<file path="config.mk">
export PLATFORM = sky130hd
export DESIGN_NAME = ep2_port_demux
export DESIGN_NICKNAME = d
export VERILOG_FILES = /design/src/rtl/ep2_port_demux.sv
export SDC_FILE = /design/constraint.sdc
export NUM_CORES = 1
export LEC_CHECK = 0
export BUFFER_PORTS_ARGS = -buffer_cell sky130_fd_sc_hd__buf_2
export CORE_AREA = 4 4 157 159
export DETAILED_ROUTE_END_ITERATION = 10
export DIE_AREA = 0 0 161 163
export MAX_ROUTING_LAYER = met4
export PLACE_DENSITY_LB_ADDON = 0.15
export SETUP_SLACK_MARGIN = 0.1
export SLEW_MARGIN = 15
export SYNTH_ARGS = -nofsm -noshare
export SYNTH_HDL_FRONTEND = slang
export SYNTH_SLANG_ARGS = --single-unit
</file>
<file path="constraint.sdc">
create_clock -name clk -period 5.8 [get_ports clk]
set_input_delay 0.87 -clock clk [delete_from_list [all_inputs] [get_ports clk]]
set_output_delay 0.87 -clock clk [all_outputs]
set_load 0.05 [all_outputs]
</file>
<file path="src/rtl/ep2_port_demux.sv">
// ep2_port_demux: parses the EP2 host byte stream into {port, len_hi, len_lo,
// payload} packets and steers each payload byte into one of NUM_PORTS
// asynchronous FIFOs. It also publishes each FIFO's write pointer and a
// per-port cumulative byte count for the memory arbitrator.
//
// Ports:
//   clk, reset        - system clock, synchronous active-high reset
//   ep2_data/valid    - incoming stream byte and its valid
//   ep2_ready         - byte accepted on edges where ep2_valid && ep2_ready
//   fifo_in_addrs     - per-port write pointer, ADDR_WIDTH bits per port
//   fifo_out_addrs    - per-port read pointer, already synchronized to clk
//   fifo_write_datas  - per-port write data, 8 bits per port
//   fifo_write        - per-port write strobe (at most one high)
//   byte_counts       - per-port cumulative byte count, 32 bits per port
//   bad_header        - one-cycle pulse after a port byte with stray high bits
module ep2_port_demux #(
  parameter int unsigned NUM_PORTS  = 4,
  parameter int unsigned ADDR_WIDTH = 11
) (
  input  logic                            clk,
  input  logic                            reset,
  input  logic [7:0]                      ep2_data,
  input  logic                            ep2_valid,
  output logic                            ep2_ready,
  output logic [NUM_PORTS*ADDR_WIDTH-1:0] fifo_in_addrs,
  input  logic [NUM_PORTS*ADDR_WIDTH-1:0] fifo_out_addrs,
  output logic [NUM_PORTS*8-1:0]          fifo_write_datas,
  output logic [NUM_PORTS-1:0]            fifo_write,
  output logic [NUM_PORTS*32-1:0]         byte_counts,
  output logic                            bad_header
);

  localparam int unsigned PW = $clog2(NUM_PORTS);

  typedef enum logic [2:0] {
    HDR_PORT,
    HDR_LEN_HI,
    HDR_LEN_LO,
    PAYLOAD,
    DISCARD
  } state_e;

  state_e                               state_q, state_d;
  logic [PW-1:0]                        port_q, port_d;
  logic                                 bad_q, bad_d;
  logic [15:0]                          rem_q, rem_d;
  logic                                 bad_pulse_q, bad_pulse_d;
  logic [NUM_PORTS-1:0]                 wr_q, wr_d;
  logic [NUM_PORTS-1:0][7:0]            wdata_q, wdata_d;
  logic [NUM_PORTS-1:0][ADDR_WIDTH-1:0] in_addr_q, in_addr_d;
  logic [NUM_PORTS-1:0][31:0]           cnt_q, cnt_d;
  logic [NUM_PORTS-1:0]                 full_c;
  logic                                 ready_c;
  logic                                 accept_c;
  logic [15:0]                          len_c;

  // A pending strobe counts as occupied, so one slot always stays free.
  always_comb begin
    full_c = '0;
    for (int unsigned p = 0; p < NUM_PORTS; p++) begin
      full_c[p] = (in_addr_q[p] + ADDR_WIDTH'(wr_q[p]) + ADDR_WIDTH'(1))
                  == fifo_out_addrs[p*ADDR_WIDTH +: ADDR_WIDTH];
    end
  end

  // Only the payload phase can back-pressure the host.
  always_comb begin
    ready_c = 1'b0;
    if (!reset) begin
      ready_c = (state_q == PAYLOAD) ? !full_c[port_q] : 1'b1;
    end
  end

  assign accept_c = ep2_valid && ready_c;
  assign len_c    = {rem_q[15:8], ep2_data};

  // Next-state, write strobes and pointer/count updates.
  always_comb begin
    state_d     = state_q;
    port_d      = port_q;
    bad_d       = bad_q;
    rem_d       = rem_q;
    bad_pulse_d = 1'b0;
    wr_d        = '0;
    wdata_d     = wdata_q;
    in_addr_d   = in_addr_q;
    cnt_d       = cnt_q;

    // The strobe issued last cycle retires on this edge.
    for (int unsigned p = 0; p < NUM_PORTS; p++) begin
      if (wr_q[p]) begin
        in_addr_d[p] = in_addr_q[p] + ADDR_WIDTH'(1);
        cnt_d[p]     = cnt_q[p] + 32'd1;
      end
    end

    case (state_q)
      HDR_PORT: begin
        if (accept_c) begin
          port_d      = ep2_data[PW-1:0];
          bad_d       = (ep2_data[7:PW] != '0);
          bad_pulse_d = (ep2_data[7:PW] != '0);
          state_d     = HDR_LEN_HI;
        end
      end
      HDR_LEN_HI: begin
        if (accept_c) begin
          rem_d[15:8] = ep2_data;
          state_d     = HDR_LEN_LO;
        end
      end
      HDR_LEN_LO: begin
        if (accept_c) begin
          rem_d = len_c;
          if (len_c == 16'd0) begin
            state_d = HDR_PORT;
          end else if (bad_q) begin
            state_d = DISCARD;
          end else begin
            state_d = PAYLOAD;
          end
        end
      end
      PAYLOAD: begin
        if (accept_c) begin
          wr_d[port_q]    = 1'b1;
          wdata_d[port_q] = ep2_data;
          rem_d           = rem_q - 16'd1;
          if (rem_q == 16'd1) begin
            state_d = HDR_PORT;
          end
        end
      end
      DISCARD: begin
        if (accept_c) begin
          rem_d = rem_q - 16'd1;
          if (rem_q == 16'd1) begin
            state_d = HDR_PORT;
          end
        end
      end
      default: state_d = HDR_PORT;
    endcase
  end

  // State and output registers.
  always_ff @(posedge clk) begin
    if (reset) begin
      state_q     <= HDR_PORT;
      port_q      <= '0;
      bad_q       <= 1'b0;
      rem_q       <= '0;
      bad_pulse_q <= 1'b0;
      wr_q        <= '0;
      wdata_q     <= '0;
      in_addr_q   <= '0;
      cnt_q       <= '0;
    end else begin
      state_q     <= state_d;
      port_q      <= port_d;
      bad_q       <= bad_d;
      rem_q       <= rem_d;
      bad_pulse_q <= bad_pulse_d;
      wr_q        <= wr_d;
      wdata_q     <= wdata_d;
      in_addr_q   <= in_addr_d;
      cnt_q       <= cnt_d;
    end
  end

  assign ep2_ready        = ready_c;
  assign fifo_in_addrs    = in_addr_q;
  assign fifo_write_datas = wdata_q;
  assign fifo_write       = wr_q;
  assign byte_counts      = cnt_q;
  assign bad_header       = bad_pulse_q;

endmodule

</file>
**Word level (Yosys, flattened, before mapping)**

Index checks and enable logic that the tools add are counted.

- Memories: 0
- Memory bits (read-only): 0
- Output and inout bits: 210
- Memory bits (writable): 0
- Latch bits: 0
- Register bits after elaboration: 231
- Bits of input ports: 55
- Logic and storage cells: 94

- Shift-type cells: 0
- Bitwise gates (word level): 4
- Multiply operators: 0
- Multiplexer cells: 22
- Magnitude comparators: 2
- Eq/ne operators: 14
- $add $sub $neg: 17
- Div/mod/pow operators: 0
- Reductions and logical operators: 16

Operators with widths:

| kind | count |
|---|---|
| 32-bit by 1-bit adder with 32-bit output, second input constant | 4 |
| 11-bit by 1-bit adder with 11-bit output, second input constant | 8 |
| 11-bit by 1-bit adder with 11-bit output | 4 |
| 11-bit equality test | 4 |
| 32-bit bitwise mux | 1 |
| 8-bit two-way mux | 3 |
| 8-bit one-hot mux with 3 select lines | 1 |
| 3-bit two-way mux | 7 |
| 8-bit demux with 2-bit select | 1 |
| 16-bit by 1-bit equality test with 1-bit output, second input constant | 1 |
| 16-bit zero test | 1 |
| 16-bit two-way mux | 1 |
| 8-bit one-hot mux with 2 select lines | 1 |
| 16-bit by 1-bit subtractor with 16-bit output, second input constant | 1 |
| 3-bit one-hot mux with 4 select lines | 1 |
| 3-bit by 2-bit equality test with 1-bit output, second input constant | 2 |
| 2-bit inequality test, second input constant | 3 |
| 6-bit nonzero test | 1 |
| 3-bit OR reduction | 2 |
| 5-bit AND reduction | 1 |
| 1-bit two-way mux | 4 |
| 2-bit by 1-bit inequality test with 1-bit output, second input constant | 2 |
| 1-bit NOT | 4 |
| 2-bit AND reduction | 2 |
| other kinds (13) | 15 |

**Logic depth before layout (Yosys ltp)**

- Word-level depth: 11
- Mapped depth: 16
- Gate-level depth less buffers: 12

**Worst setup path before layout**

OpenSTA, ideal clock, no wires.

- Path kind: flip-flop to output port
- Start: register wr_q[3], in the netlist fifo_write[3]
- End: output port ep2_ready
- Data arrival time: 3.237 ns
- Slack: 1.693 ns
- Stages on the path, launching flop included: 13
- Data required time: 4.930 ns
- Buffers on the path: 1
- Cell sequence: dfxtp_1 -> clkbuf_1 -> inv_1 -> ha_1 -> inv_1 -> ha_1 -> nand3_1 -> or3_1 -> a21o_1 -> a31o_2 -> nand3_1 -> a32oi_1 -> nor2_1

- Cells in the longest elaborated chain, start to end: 8

Ends and longest elaborated chain:

| item | line | source |
|---|---|---|
| from (decl) | 48 | `logic [NUM_PORTS-1:0] wr_q, wr_d;` |
| from (signal assigned) | 164 | `wr_q <= wr_d;` |
| 11-bit by 1-bit adder with 11-bit output (2 in series) | 61 | `full_c[p] = (in_addr_q[p] + ADDR_WIDTH'(wr_q[p]) + ADDR_WIDTH'(1))` |
| 11-bit equality test | 62 | `== fifo_out_addrs[p*ADDR_WIDTH +: ADDR_WIDTH];` |
| 1-bit binary-select mux with 2-bit select | 70 | `ready_c = (state_q == PAYLOAD) ? !full_c[port_q] : 1'b1;` |
| 1-bit two-way mux (not written as such) | 70 |  |
| 1-bit zero test | 70 |  |
| 1-bit two-way mux | 70 |  |
| 1-bit two-way mux | 69 | `if (!reset) begin` |
| to (decl) | 24 | `output logic ep2_ready,` |

No other way between the ends. The select of a mux whose other input is x is not followed.

**Final worst setup path**

- Start: register wr_q[0], in the netlist fifo_write[0]
- End: output port ep2_ready

The elaborated chain is that of the path after synthesis.

==> impl_metrics.ini <==
[worst_setup_path]
max_stage_delay_ns = 0.60
crit_chain = inv_1, ha_1, inv_1, ha_1, and3_1, o21ai_0, o22a_1, a2111oi_2, a32oi_1, a32oi_1, nor2_1, buf_2
path_buf_inv = 3
arrival_ns = 3.47
criticalPathCategory = reg2out
crit_slowest_cell = dfxtp_1
worst_setup_path_end_kind = output pin
worstSetupStartpointType = flip-flop
cp_max_fo = 12
worstPathRequired_ns = 4.93
cpLargestDelayFamily = compound AO/OA/AOI/OAI gates

[die]
fp.dieH_um = 163
die_w_um = 161
initial_core_util_pct = 49.1
io_pins = 265
core-area_sq_um = 23300
rows = 56
dieArea_sq_um = 26200

[grt]
grt_usage_pct = 22.3
grt_max_degree = 137
grt_pass1_vias = 9648
grt_antenna_before_repair = 7
overflow = 0
grt_pass1_wl_um = 48600

[placed_design]
gp_congestion = 0.888
dp_slack_ns = 1.66
io_buffers = 264
hpwl_um = 21500
post-place-cells = 1905

[detailed_routing]
drtAntennaViolNets = 0
post_drt_via_cell_ratio = 5.33
drt-total-wl_um = 30100
dr_total_vias = 10452
wl_per_cell_um = 15.4
dr.pass1.iters = 5
drt_iter0_drc = 799
remaining_drc_errors = 0

[sta]
finalSetupTns_ns = 0
clock.fmax_ghz = 0.231
tightest_slew_ns = 1.14
setup_viol = 0
grt_setup_unrepaired = false
finalHoldViolCount = 0
fin_crit_ns = 4.34
setup_ws_ns = 1.46
post-route-period-util_pct = 74.8
max-slew-margin-rel_pct = 24.3
drv_slew = 0
clock_skew_ns = 0.0142

[power]
p_leak_uw = 0.00573
power_density_nw_per_um2 = 268
peakVddDrop_mv = 0.179

[cells_and_area]
layout-drive-gt1-share_pct = 20.3
nNetsFinal = 1687
syn_to_final_growth_pct = 21.4
fill_cells = 2175
fin_cells = 1960

[hold_path]
hold_class = reg2reg

[clock_tree]
clk_latency_ns = 0.52
cts_tree = yes
hold_buffers = 0
post-cts-setup-buffers = 0
cts_inserted_buffers = 26
ctsResizeCount = 0
cts.clk_slew.worst_paths_ns = 0.06
root_buffer = clkbuf_16
cts_buffer_depth = 3
clock-sinks = 231
ctsHtreeMaxLevel = 1

[yosys]
synthTopCellsByCount = dfxtp_1, nor2_1, xor2_1
synth_area_per_cell_sq_um = 8.24
yosysUniqueCellTypes = 73
ys_seq_area_share_pct = 40.5
synth_edf_count = 0
yosysMostFrequentCell = dfxtp_1
yosys_warnings = 0
synth-seq-cells = 231
syn-num-nets = 1459
netlist_area_sq_um = 11400
async_reset_ff_share_pct = 0
synth.area.top_cells = dfxtp_1, xor2_1, nor2_1
yosys.area.top_type = dfxtp_1
synthCells = 1386
synth_flop_cell = dfxtp_1
synth_top_area_share_pct = 40.5

[flow_run]
cap_viol_max_count = 0

[run_status]
status = finished, final reports clean
-- flip-flops by register name, summed over array words and instances (netlist names) --
signal	count
rem_q	16
fifo_write_datas	32
port_q	2
fifo_in_addrs	44
byte_counts	128
bad_header	1
bad_q	1
state_q	3
fifo_write	4
-- layout make-up --
class	count	area [sq um]	share of cell area (%)
Clock inverter	16	239	1.72
Tap cell	319	399	2.88
Antenna cell	8	20.0	0.144
Sequential cell	231	4620	33.4
Clock buffer	31	721	5.20
Multi-Input combinational cell	1042	6320	45.6
Inverter	45	169	1.22
Timing Repair Buffer	268	1370	9.89
-- power breakdown --
part | total [uW] | internal, uW | switching [uW]
registers | 1630 | 1600 | 21.6
clock network | 1810 | 1150 | 661
logic | 274 | 93.3 | 180
-- final timing paths --
check | start | to | slack, ns | cells after the start
setup / recovery | fifo_write[0] | ep2_ready | 1.46 | 12
hold / removal | fifo_write_datas[1] | fifo_write_datas[1] | 0.47 | 2
setup reg to reg | fifo_write[0] | rem_q[5] | 1.56 | 13
hold reg to reg | fifo_write_datas[1] | fifo_write_datas[1] | 0.47 | 2
-- worst min-delay path: cells and delay by family (launching register included) --
family,cells,cell delay (ns)
AO/OA/AOI/OAI,2,0.12
flip-flops,1,0.30
-- cells in the final DEF, fill, tap and decap left out, types with 18 or more instances in the layout --
master       n
a21oi_1     75
and3_1      30
buf_2      263
clkbuf_16   27
dfxtp_1    231
ha_1        18
inv_1       44
nand2_1    101
nand3_1     55
nand4_1     42
nor2_1     201
nor3_1      36
o21ai_0     77
or3_1       65
xnor2_1     68
xor2_1     118
-- routing by layer --
layer / track usage, % / wire length [um] / share of wire [%]
met2: 36.2 / 14300 / 47
met1: 28.5 / 13300 / 44
met5: - / 0 / 0
met4: 7.10 / 762 / 2.5
met3: 4.13 / 1810 / 6.0
-- metrics by stage --
stage / hold slack, ns / cell area, sq um / utilization, % / power [uW]
6_report: 0.474 / 13900 / 59.6 / 3710
3_3_place_gp: 0.458 / 12900 / 55.4 / 1930
2_1_floorplan: 0.450 / 11400 / - / 1850
5_1_grt: 0.499 / 13900 / 59.6 / 3860
3_5_place_dp: 0.468 / 12900 / 55.4 / 1930
4_1_cts: 0.476 / 13800 / 59.5 / 3750
-- cell families after synthesis --
family | count (synthesis) | synth area share [%]
compound gates | 225 | 12.0
xor+xnor | 186 | 14.3
fa+ha+maj | 18 | 1.97
buf+inv | 113 | 4.16
flops | 231 | 40.5
mux | 9 | 0.789
simple gates | 604 | 26.3
No activity file was read; power rests on OpenSTA's default activity.
